**src/rtl/instruction_fetch_unit_pkg.sv**
```systemverilog
// Shared definitions for the instruction fetch unit: bus widths, reset PC,
// fetch FSM encoding and the prefetch entry layout.
package instruction_fetch_unit_pkg;

  localparam int ADDR_W     = 16;
  localparam int DATA_W     = 16;
  localparam int FIFO_DEPTH = 4;

  localparam logic [ADDR_W-1:0] RESET_PC = 16'h0000;

  localparam logic [1:0] ST_REQ     = 2'd0;
  localparam logic [1:0] ST_WAIT    = 2'd1;
  localparam logic [1:0] ST_DISCARD = 2'd2;

  typedef struct packed {
    logic [ADDR_W-1:0] pc;
    logic [DATA_W-1:0] data;
  } fetch_entry_t;

  // Occupancy counter must be able to hold the value DEPTH itself.
  function automatic int level_width(input int depth);
    return $clog2(depth) + 1;
  endfunction

endpackage

```
**src/rtl/instruction_fetch_unit_if.sv**
```systemverilog
// Bundles the instruction-memory and core-side handshakes of the fetch unit.
// master = fetch unit, slave = memory/core environment.
interface instruction_fetch_unit_if #(
  parameter int FIFO_DEPTH = instruction_fetch_unit_pkg::FIFO_DEPTH
);
  import instruction_fetch_unit_pkg::*;

  localparam int LEVEL_W = level_width(FIFO_DEPTH);

  logic              imem_req;
  logic [ADDR_W-1:0] imem_addr;
  logic              imem_gnt;
  logic              imem_rvalid;
  logic [DATA_W-1:0] imem_rdata;

  logic              redirect_valid;
  logic [ADDR_W-1:0] redirect_pc;

  logic               instr_valid;
  logic [DATA_W-1:0]  instruction;
  logic [ADDR_W-1:0]  instr_pc;
  logic               instr_ready;
  logic [LEVEL_W-1:0] fifo_level;

  modport master (
    output imem_req, imem_addr, instr_valid, instruction, instr_pc, fifo_level,
    input  imem_gnt, imem_rvalid, imem_rdata, redirect_valid, redirect_pc, instr_ready
  );

  modport slave (
    input  imem_req, imem_addr, instr_valid, instruction, instr_pc, fifo_level,
    output imem_gnt, imem_rvalid, imem_rdata, redirect_valid, redirect_pc, instr_ready
  );

endinterface

```
**src/rtl/instruction_fetch_unit_prefetch_fifo.sv**
```systemverilog
// Synchronous prefetch FIFO of {pc, data} entries with flush and occupancy level.
// The head is read straight from storage registers, so it never depends on entry_i.
module prefetch_fifo
  import instruction_fetch_unit_pkg::*;
#(
  parameter int DEPTH = 4
) (
  input  logic                   clk,
  input  logic                   reset,
  input  logic                   push_i,
  input  fetch_entry_t           entry_i,
  input  logic                   pop_i,
  input  logic                   flush_i,
  output fetch_entry_t           head_o,
  output logic                   empty_o,
  output logic [$clog2(DEPTH):0] level_o
);

  localparam int PTR_W = $clog2(DEPTH);
  localparam int LVL_W = PTR_W + 1;

  fetch_entry_t     mem_q [DEPTH];
  logic [PTR_W-1:0] wr_ptr_q;
  logic [PTR_W-1:0] rd_ptr_q;
  logic [LVL_W-1:0] level_q;
  logic             full;
  logic             do_push;
  logic             do_pop;

  assign empty_o = (level_q == '0);
  assign full    = (level_q == LVL_W'(DEPTH));
  assign do_pop  = pop_i && !empty_o;
  // When full, a push is only accepted alongside a pop; it reuses the slot being vacated.
  assign do_push = push_i && (!full || do_pop);
  assign head_o  = mem_q[rd_ptr_q];
  assign level_o = level_q;

  always_ff @(posedge clk or posedge reset) begin
    if (reset) begin
      for (int i = 0; i < DEPTH; i++) begin
        mem_q[i] <= '0;
      end
      wr_ptr_q <= '0;
      rd_ptr_q <= '0;
      level_q  <= '0;
    end else if (flush_i) begin
      wr_ptr_q <= '0;
      rd_ptr_q <= '0;
      level_q  <= '0;
    end else begin
      if (do_push) begin
        mem_q[wr_ptr_q] <= entry_i;
        wr_ptr_q        <= wr_ptr_q + 1'b1;
      end
      if (do_pop) begin
        rd_ptr_q <= rd_ptr_q + 1'b1;
      end
      level_q <= level_q + LVL_W'(do_push) - LVL_W'(do_pop);
    end
  end

endmodule

```
**src/rtl/instruction_fetch_unit.sv**
```systemverilog
// Fetch stage: owns the PC and the req/gnt/rvalid fetch FSM, issues reads under a
// credit limit and feeds the core from the prefetch FIFO; redirects flush and discard.
module instruction_fetch_unit #(
  parameter int FIFO_DEPTH = instruction_fetch_unit_pkg::FIFO_DEPTH,
  parameter logic [instruction_fetch_unit_pkg::ADDR_W-1:0] RESET_PC =
    instruction_fetch_unit_pkg::RESET_PC
) (
  input logic                      clk,
  input logic                      reset,
  instruction_fetch_unit_if.master bus
);
  import instruction_fetch_unit_pkg::*;

  localparam int LEVEL_W = level_width(FIFO_DEPTH);

  logic [1:0]         state_q;
  logic [1:0]         state_d;
  logic [ADDR_W-1:0]  pc_q;
  logic [ADDR_W-1:0]  pc_d;
  logic [ADDR_W-1:0]  req_pc_q;
  logic [ADDR_W-1:0]  req_pc_d;
  logic               credit;
  logic               req_raw;
  logic               granted;
  logic               push;
  logic               pop;
  logic               fifo_empty;
  logic [LEVEL_W-1:0] level;
  fetch_entry_t       push_entry;
  fetch_entry_t       head;

  // Anything not in REQ holds the single outstanding read, which already owns a FIFO slot.
  assign credit  = (int'(level) + int'(state_q != ST_REQ)) < FIFO_DEPTH;
  assign req_raw = (state_q == ST_REQ) && credit;
  assign granted = req_raw && bus.imem_gnt;

  assign bus.imem_req    = req_raw && !bus.redirect_valid && !reset;
  assign bus.imem_addr   = pc_q;
  assign bus.instr_valid = !fifo_empty && !bus.redirect_valid;
  assign bus.instruction = head.data;
  assign bus.instr_pc    = head.pc;
  assign bus.fifo_level  = level;

  assign pop        = bus.instr_valid && bus.instr_ready;
  assign push       = (state_q == ST_WAIT) && bus.imem_rvalid && !bus.redirect_valid;
  assign push_entry = '{pc: req_pc_q, data: bus.imem_rdata};

  always_comb begin
    state_d  = state_q;
    pc_d     = pc_q;
    req_pc_d = req_pc_q;
    case (state_q)
      ST_REQ: begin
        if (granted) begin
          if (bus.redirect_valid) begin
            state_d = ST_DISCARD;
          end else begin
            state_d  = ST_WAIT;
            pc_d     = pc_q + 1'b1;
            req_pc_d = pc_q;
          end
        end
      end
      ST_WAIT: begin
        if (bus.imem_rvalid) begin
          state_d = ST_REQ;
        end else if (bus.redirect_valid) begin
          state_d = ST_DISCARD;
        end
      end
      ST_DISCARD: begin
        if (bus.imem_rvalid) begin
          state_d = ST_REQ;
        end
      end
      default: state_d = ST_REQ;
    endcase
    if (bus.redirect_valid) begin
      pc_d = bus.redirect_pc;
    end
  end

  always_ff @(posedge clk or posedge reset) begin
    if (reset) begin
      state_q  <= ST_REQ;
      pc_q     <= RESET_PC;
      req_pc_q <= '0;
    end else begin
      state_q  <= state_d;
      pc_q     <= pc_d;
      req_pc_q <= req_pc_d;
    end
  end

  prefetch_fifo #(
    .DEPTH (FIFO_DEPTH)
  ) u_prefetch_fifo (
    .clk     (clk),
    .reset   (reset),
    .push_i  (push),
    .entry_i (push_entry),
    .pop_i   (pop),
    .flush_i (bus.redirect_valid),
    .head_o  (head),
    .empty_o (fifo_empty),
    .level_o (level)
  );

  a_rvalid_has_outstanding: assert property (
    @(posedge clk) disable iff (reset) bus.imem_rvalid |-> (state_q != ST_REQ)
  );

  a_req_held_until_gnt: assert property (
    @(posedge clk) disable iff (reset)
    (bus.imem_req && !bus.imem_gnt) |=>
      (bus.redirect_valid || (bus.imem_req && $stable(bus.imem_addr)))
  );

endmodule

```
**src/flat_wrapper.sv**
```systemverilog
// flat-port wrapper written by rule: the top's interface ports become plain ports
module instruction_fetch_unit_flat import instruction_fetch_unit_pkg::*;
#(
  parameter int FIFO_DEPTH = instruction_fetch_unit_pkg::FIFO_DEPTH,
  parameter logic [instruction_fetch_unit_pkg::ADDR_W-1:0] RESET_PC =
    instruction_fetch_unit_pkg::RESET_PC
)
  (clk, reset, bus_imem_req, bus_imem_addr, bus_instr_valid, bus_instruction, bus_instr_pc, bus_fifo_level, bus_imem_gnt, bus_imem_rvalid, bus_imem_rdata, bus_redirect_valid, bus_redirect_pc, bus_instr_ready);
  instruction_fetch_unit_if #(.FIFO_DEPTH(FIFO_DEPTH)) bus_i ();
  input logic clk;
  input logic reset;
  output wire logic [$bits(bus_i.imem_req)-1:0] bus_imem_req;
  output wire logic [$bits(bus_i.imem_addr)-1:0] bus_imem_addr;
  output wire logic [$bits(bus_i.instr_valid)-1:0] bus_instr_valid;
  output wire logic [$bits(bus_i.instruction)-1:0] bus_instruction;
  output wire logic [$bits(bus_i.instr_pc)-1:0] bus_instr_pc;
  output wire logic [$bits(bus_i.fifo_level)-1:0] bus_fifo_level;
  input wire logic [$bits(bus_i.imem_gnt)-1:0] bus_imem_gnt;
  input wire logic [$bits(bus_i.imem_rvalid)-1:0] bus_imem_rvalid;
  input wire logic [$bits(bus_i.imem_rdata)-1:0] bus_imem_rdata;
  input wire logic [$bits(bus_i.redirect_valid)-1:0] bus_redirect_valid;
  input wire logic [$bits(bus_i.redirect_pc)-1:0] bus_redirect_pc;
  input wire logic [$bits(bus_i.instr_ready)-1:0] bus_instr_ready;
  assign bus_imem_req = bus_i.imem_req;
  assign bus_imem_addr = bus_i.imem_addr;
  assign bus_instr_valid = bus_i.instr_valid;
  assign bus_instruction = bus_i.instruction;
  assign bus_instr_pc = bus_i.instr_pc;
  assign bus_fifo_level = bus_i.fifo_level;
  assign bus_i.imem_gnt = bus_imem_gnt;
  assign bus_i.imem_rvalid = bus_imem_rvalid;
  assign bus_i.imem_rdata = bus_imem_rdata;
  assign bus_i.redirect_valid = bus_redirect_valid;
  assign bus_i.redirect_pc = bus_redirect_pc;
  assign bus_i.instr_ready = bus_instr_ready;
  instruction_fetch_unit #(.FIFO_DEPTH(FIFO_DEPTH), .RESET_PC(RESET_PC)) u_core (.clk(clk), .reset(reset), .bus(bus_i));
endmodule
```
**config.mk**
```make
export PLATFORM = sky130hd
export DESIGN_NAME = instruction_fetch_unit_flat
export DESIGN_NICKNAME = d
export VERILOG_FILES = /design/src/rtl/instruction_fetch_unit_pkg.sv /design/src/rtl/instruction_fetch_unit_if.sv /design/src/rtl/instruction_fetch_unit_prefetch_fifo.sv /design/src/rtl/instruction_fetch_unit.sv /design/src/flat_wrapper.sv
export SDC_FILE = /design/constraint.sdc
export NUM_CORES = 1
export LEC_CHECK = 0
export ABC_AREA = 0
export ABC_CLOCK_PERIOD_IN_PS = 13650
export CORE_MARGIN = 4
export CORE_UTILIZATION = 50
export DETAILED_ROUTE_END_ITERATION = 10
export PLACE_DENSITY = 0.82
export SYNTH_ARGS = -nofsm -noshare
export SYNTH_HDL_FRONTEND = slang
export SYNTH_SLANG_ARGS = --single-unit
```
**constraint.sdc**
```tcl
create_clock -name clk -period 13.65 [get_ports clk]
set_input_delay 2.73 -clock clk [delete_from_list [all_inputs] [get_ports clk]]
set_output_delay 2.73 -clock clk [all_outputs]
set_load 0.005 [all_outputs]
```
## Word-level counts from Yosys, hierarchy flattened

Index checks and enable logic that the tools add are counted.

- Flip-flop bits (word level): 169
- Bits of input ports: 38
- Word-level logic and storage cells: 80

- $add $sub $neg: 6
- Magnitude comparators: 4
- Equal/unequal tests: 6
- Muxes and demuxes: 20
- Bitwise operators: 3
- Reductions and logical operators: 27

Operators by type and width:

| kind | number |
|---|---|
| $bwmux W128 | 1 |
| $mux W32 | 3 |
| $bmux W32 S2 | 1 |
| $demux W32 S2 | 1 |
| $mux W16 | 3 |
| $lt A32 B4 Y1 const B | 1 |
| $mux W2 | 9 |
| $add A16 B1 Y16 const B | 1 |
| $logic_and A1 B1 Y1 | 11 |
| $reduce_bool A2 Y1 | 5 |
| $ge A3 B3 Y1 const B | 2 |
| $not A2 Y3 | 2 |
| $pmux W2 S3 | 1 |
| $reduce_and A3 Y1 | 2 |
| $add A2 B1 Y2 const B | 2 |
| $add A3 B1 Y4 | 1 |
| $logic_not A1 Y1 | 4 |
| $reduce_and A2 Y1 | 2 |
| $add A3 B1 Y3 | 1 |
| $eq A3 B3 Y1 const B | 1 |
| $logic_not A3 Y1 | 1 |
| $lt A3 B1 Y1 const B | 1 |
| $mux W3 | 1 |
| $ne A3 B3 Y1 const B | 1 |
| other kinds (8) | 8 |

## Depth between registers and ports, before layout

- Depth in word-level cells: 10
- Depth in mapped cells: 11
- Gate-level depth less buffers: 10

## Cells and area by module

From an unflattened synthesis, not the netlist that was laid out.

- Cells, all modules: 524
- Area, all modules: 8,064.0 µm²

Modules (own cells, without submodules):

| module | times used | cells an instance | area an instance (µm²) |
|---|---|---|---|
| prefetch_fifo | 1 | 360 | 6,363.6 |
| instruction_fetch_unit | 1 | 164 | 1,700.4 |

## Worst setup path after synthesis

Ideal clock, no wire load.

- Kind: in2out
- From: in reset
- To: out bus_imem_req
- Data arrival time: 6,777 ps
- Data required time: 10,920 ps
- Slack: 4,143 ps
- Cell stages on the path: 2
- Buffers on the path: 0
- Cell sequence: inv_1 and3_1

- Cells in the longest elaborated chain, start to end: 2

Ends and longest elaborated chain:

| element | RTL line | source |
|---|---|---|
| start, declared | flat_wrapper.sv:11 | `input logic reset;` |
| $logic_not A1 Y1 | instruction_fetch_unit.sv:37 | `assign bus.imem_req = req_raw && !bus.redirect_valid && !reset;` |
| $logic_and A1 B1 Y1 | instruction_fetch_unit.sv:37 |  |
| end, declared | flat_wrapper.sv:12 | `output wire logic [$bits(bus_i.imem_req)-1:0] bus_imem_req;` |

No other way between the ends.

## Worst setup path in the final report

Same ends and word-level chain as after synthesis.

==> impl_metrics.json <==
{
  "slew-limit-headroom": 0.4008,
  "ys_ff_latch": 169,
  "dieArea_mm2": 0.01838,
  "drc": 0,
  "cts_hold_buf": 0,
  "coreArea_mm2": 0.01594,
  "p_clk_frac": 0.300,
  "place_hpwl_um": 10600,
  "yosys.area.top_type": "dfrtp_1",
  "crit_type": "primary input to output port",
  "multi_input_area_mm2": 0.003654,
  "cp_data_required_time_ps": 10920,
  "floorplan.initialDensity": 0.5104,
  "p_leak_nw": 4.712,
  "hold_class": "flop to flop",
  "antennaDiodeCount": 0,
  "synth_cells": 512,
  "gp_congestion": 0.8437,
  "fmax_mhz": 140.3,
  "cp_slowest_cell": "clkdlybuf4s50_1",
  "avgViaCountPerCell": 5.660,
  "p_seq_frac": 0.419,
  "synth_cell_types": 41,
  "drt-total-wl_um": 17330,
  "clk_pin_slew_ps": 60,
  "grt_max_degree": 65,
  "die_w_um": 135.6,
  "grt_use_total": 0.2033,
  "cap_violations": 0,
  "swShare": 0.2659,
  "hold_viol_final": 0,
  "powerDensity_mw_per_mm2": 169.6,
  "hold_ws_ps": 503.9,
  "synth-edff-count": 0,
  "cp-start-kind": "primary input",
  "vias": 4675,
  "nets": 644,
  "numPlacedInstances": 794,
  "syn_nets": 559,
  "critPathMaxStageDelay_ps": 510,
  "crit_fanout": 51,
  "fin_tns_setup_ps": 0,
  "seq_area_frac_synth": 0.5198,
  "synth_area_leaders": "dfrtp_1 52%, mux2_4 22%, mux4_2 8.9%",
  "clock_sinks": 169,
  "grt_setup_unrepaired": "no",
  "dpl-instance-area_mm2": 0.009143,
  "grt_pass1_vias": 5186,
  "async_flop_share": 1.000,
  "synth_top_area_frac": 0.5198,
  "worst_ep_arrival_time_ps": 4400,
  "outcome": "finished, final reports clean",
  "clk_path_buf_depth": 2,
  "cts_tree": "built",
  "drt-wirelength-per-cell_um": 20.98,
  "drtIter0Drc": 374,
  "cts_resized": 0,
  "num_rows": 46,
  "crit_path_end_kind": "output port",
  "layout-drive-gt1-share": 0.3607,
  "die_h_um": 135.6,
  "antenna_found_initial": 0,
  "tightest_slew_ps": 886.3,
  "fin_crit_sh": 0.5223,
  "pin_count": 91,
  "cts_setup_buffers": 0,
  "clock_latency_ps": 430,
  "grt.overflow.total": 0,
  "worstPathCellList": "clkdlybuf4s50_1 -> inv_6 -> and3_1 -> clkdlybuf4s50_1",
  "yosys_warnings": 0,
  "p_switching_mw": 0.4403,
  "n_fill_cell": 1141,
  "seqCellArea_mm2": 0.004230,
  "worst_ir_drop_vdd_mv": 0.1204,
  "grt_pass1_wl_um": 28650,
  "p_comb_frac": 0.281,
  "htreeDepth": 4,
  "finalInstanceArea_mm2": 0.009761,
  "crit_top_cell": "clkdlybuf4s50_1",
  "ant_nets": 0,
  "clockRootBuffer": "clkbuf_16",
  "ys.flop_type": "dfrtp_1",
  "skew_ps": 7.899,
  "setup_viol": 0,
  "power.internal_mw": 1.216,
  "syn-cell-area_mm2": 0.008137,
  "fin_crit_ps": 7129,
  "drt-pass1-iter-count": 4,
  "cts_inserted_buffers": 17,
  "syn_area_per_cell_um2": 15.89,
  "slew_viol_final": 0,
  "fin_cells": 826,
  "io_buffers": 90,
  "area_delta_synth_final_pct": 19.96
}
## worst max-delay path, delay by kind of cell
family	cells	cell delay (ps)
simple gates	1	240
buf+inv	3	1400
## layout make-up
cell class | instances | share of cell area
Tap cell | 216 | 0.02769
Sequential cell | 169 | 0.4334
Timing Repair Buffer | 96 | 0.09691
Multi-Input combinational cell | 303 | 0.3743
Clock buffer | 25 | 0.05179
Inverter | 10 | 0.004358
Clock inverter | 7 | 0.01154
## power groups by stage
stage                     clock (mW)  combinational [mW]  sequential [mW]
after global placement             0               0.457            0.688
final                          0.497               0.465            0.694
after global routing           0.536               0.502            0.711
after CTS                      0.506               0.475            0.696
after floorplan                    0               0.293            0.659
after detailed placement           0               0.468            0.701
## layer usage
layer	track usage	up-vias	share of wire
met4	0.06327	0	0.016
met5	0	-	0
met2	0.3172	155	0.48
met3	0.05461	20	0.050
li1	-	2044	-
met1	0.2811	2456	0.45
## cell usage after synthesis (2+ instances only)
master / count
inv_1: 10
mux2_2: 23
nand2_1: 30
ha_1: 8
nor2_1: 13
nor4_1: 2
buf_2: 5
o311ai_0: 7
dfrtp_1: 169
mux2_4: 120
mux4_2: 32
nor3_1: 6
nand3_1: 6
nand2_4: 4
nand2b_1: 2
nor2b_1: 2
nor4b_1: 2
nand4_1: 4
xnor2_1: 7
xor2_1: 5
o221ai_1: 4
clkbuf_1: 10
or2_2: 2
buf_6: 13
buf_1: 2
o211ai_1: 2
o21ai_0: 8
## placed cells by master (no fill, tap or decap), types with 2 or more instances in the layout
| master | instances |
|---|---|
| o211ai_1 | 2 |
| o21ai_0 | 8 |
| nor4_1 | 2 |
| clkdlybuf4s50_1 | 90 |
| o221ai_1 | 4 |
| buf_4 | 6 |
| or2_2 | 2 |
| nand3_1 | 6 |
| ha_1 | 8 |
| clkbuf_8 | 5 |
| nand4_1 | 4 |
| inv_1 | 9 |
| xor2_1 | 5 |
| bufinv_16 | 3 |
| nand2_1 | 30 |
| nand2b_1 | 2 |
| nor2_1 | 13 |
| nor2b_1 | 2 |
| nand2_4 | 4 |
| clkbuf_1 | 3 |
| xnor2_1 | 7 |
| mux4_2 | 32 |
| nor4b_1 | 2 |
| mux2_2 | 23 |
| o311ai_0 | 7 |
| nor3_1 | 6 |
| clkinv_2 | 3 |
| mux2_4 | 120 |
| clkbuf_16 | 17 |
| dfrtp_1 | 168 |
## state kept, by name (all words and copies together), names as in the netlist
| register | flops |
|---|---|
| u_core.u_prefetch_fifo.wr_ptr_q | 2 |
| u_core.u_prefetch_fifo.level_o | 3 |
| u_core.u_prefetch_fifo.mem_q | 128 |
| u_core.bus.imem_addr | 16 |
| u_core.state_q | 2 |
| u_core.u_prefetch_fifo.rd_ptr_q | 2 |
| u_core.req_pc_q | 16 |
## logic make-up after synthesis
group | Yosys count | synth area share
compound gates | 27 | 0.02614
buf+inv | 40 | 0.03122
xor+xnor | 12 | 0.01292
fa+ha+maj | 9 | 0.01476
mux | 176 | 0.3431
flops | 169 | 0.5198
simple gates | 79 | 0.05213
## worst paths after layout
check | start | to | slack, ps | depth (start not counted)
worst max-delay path | reset | bus_imem_req | 6520 | 4
worst min-delay path | u_core.u_prefetch_fifo.mem_q[99]$_DFFE_PP0P_ | u_core.u_prefetch_fifo.mem_q[99]$_DFFE_PP0P_ | 500 | 1
worst max register to register | u_core.state_q[1]$_DFFE_PP0P_ | u_core.u_prefetch_fifo.level_o[2]$_DFF_PP0_ | 11180 | 10
worst min register to register | u_core.u_prefetch_fifo.mem_q[99]$_DFFE_PP0P_ | u_core.u_prefetch_fifo.mem_q[99]$_DFFE_PP0P_ | 500 | 1
max in group asynchronous | reset | u_core.u_prefetch_fifo.mem_q[36]$_DFFE_PP0P_ | 9000 | 4
min in group asynchronous | reset | u_core.u_prefetch_fifo.mem_q[29]$_DFFE_PP0P_ | 2770 | 2
## stage by stage
| step | util | setup slack (ps) | total power [mW] |
|---|---|---|---|
| after detailed placement | 0.5735 | 6512 | 1.169 |
| after global placement | 0.5735 | 6507 | 1.145 |
| after global routing | 0.6122 | 6385 | 1.749 |
| final | 0.6122 | 6521 | 1.656 |
| after CTS | 0.6122 | 6487 | 1.677 |
| after floorplan | - | 4143 | 0.9519 |
(Power assumes the default switching activity.)
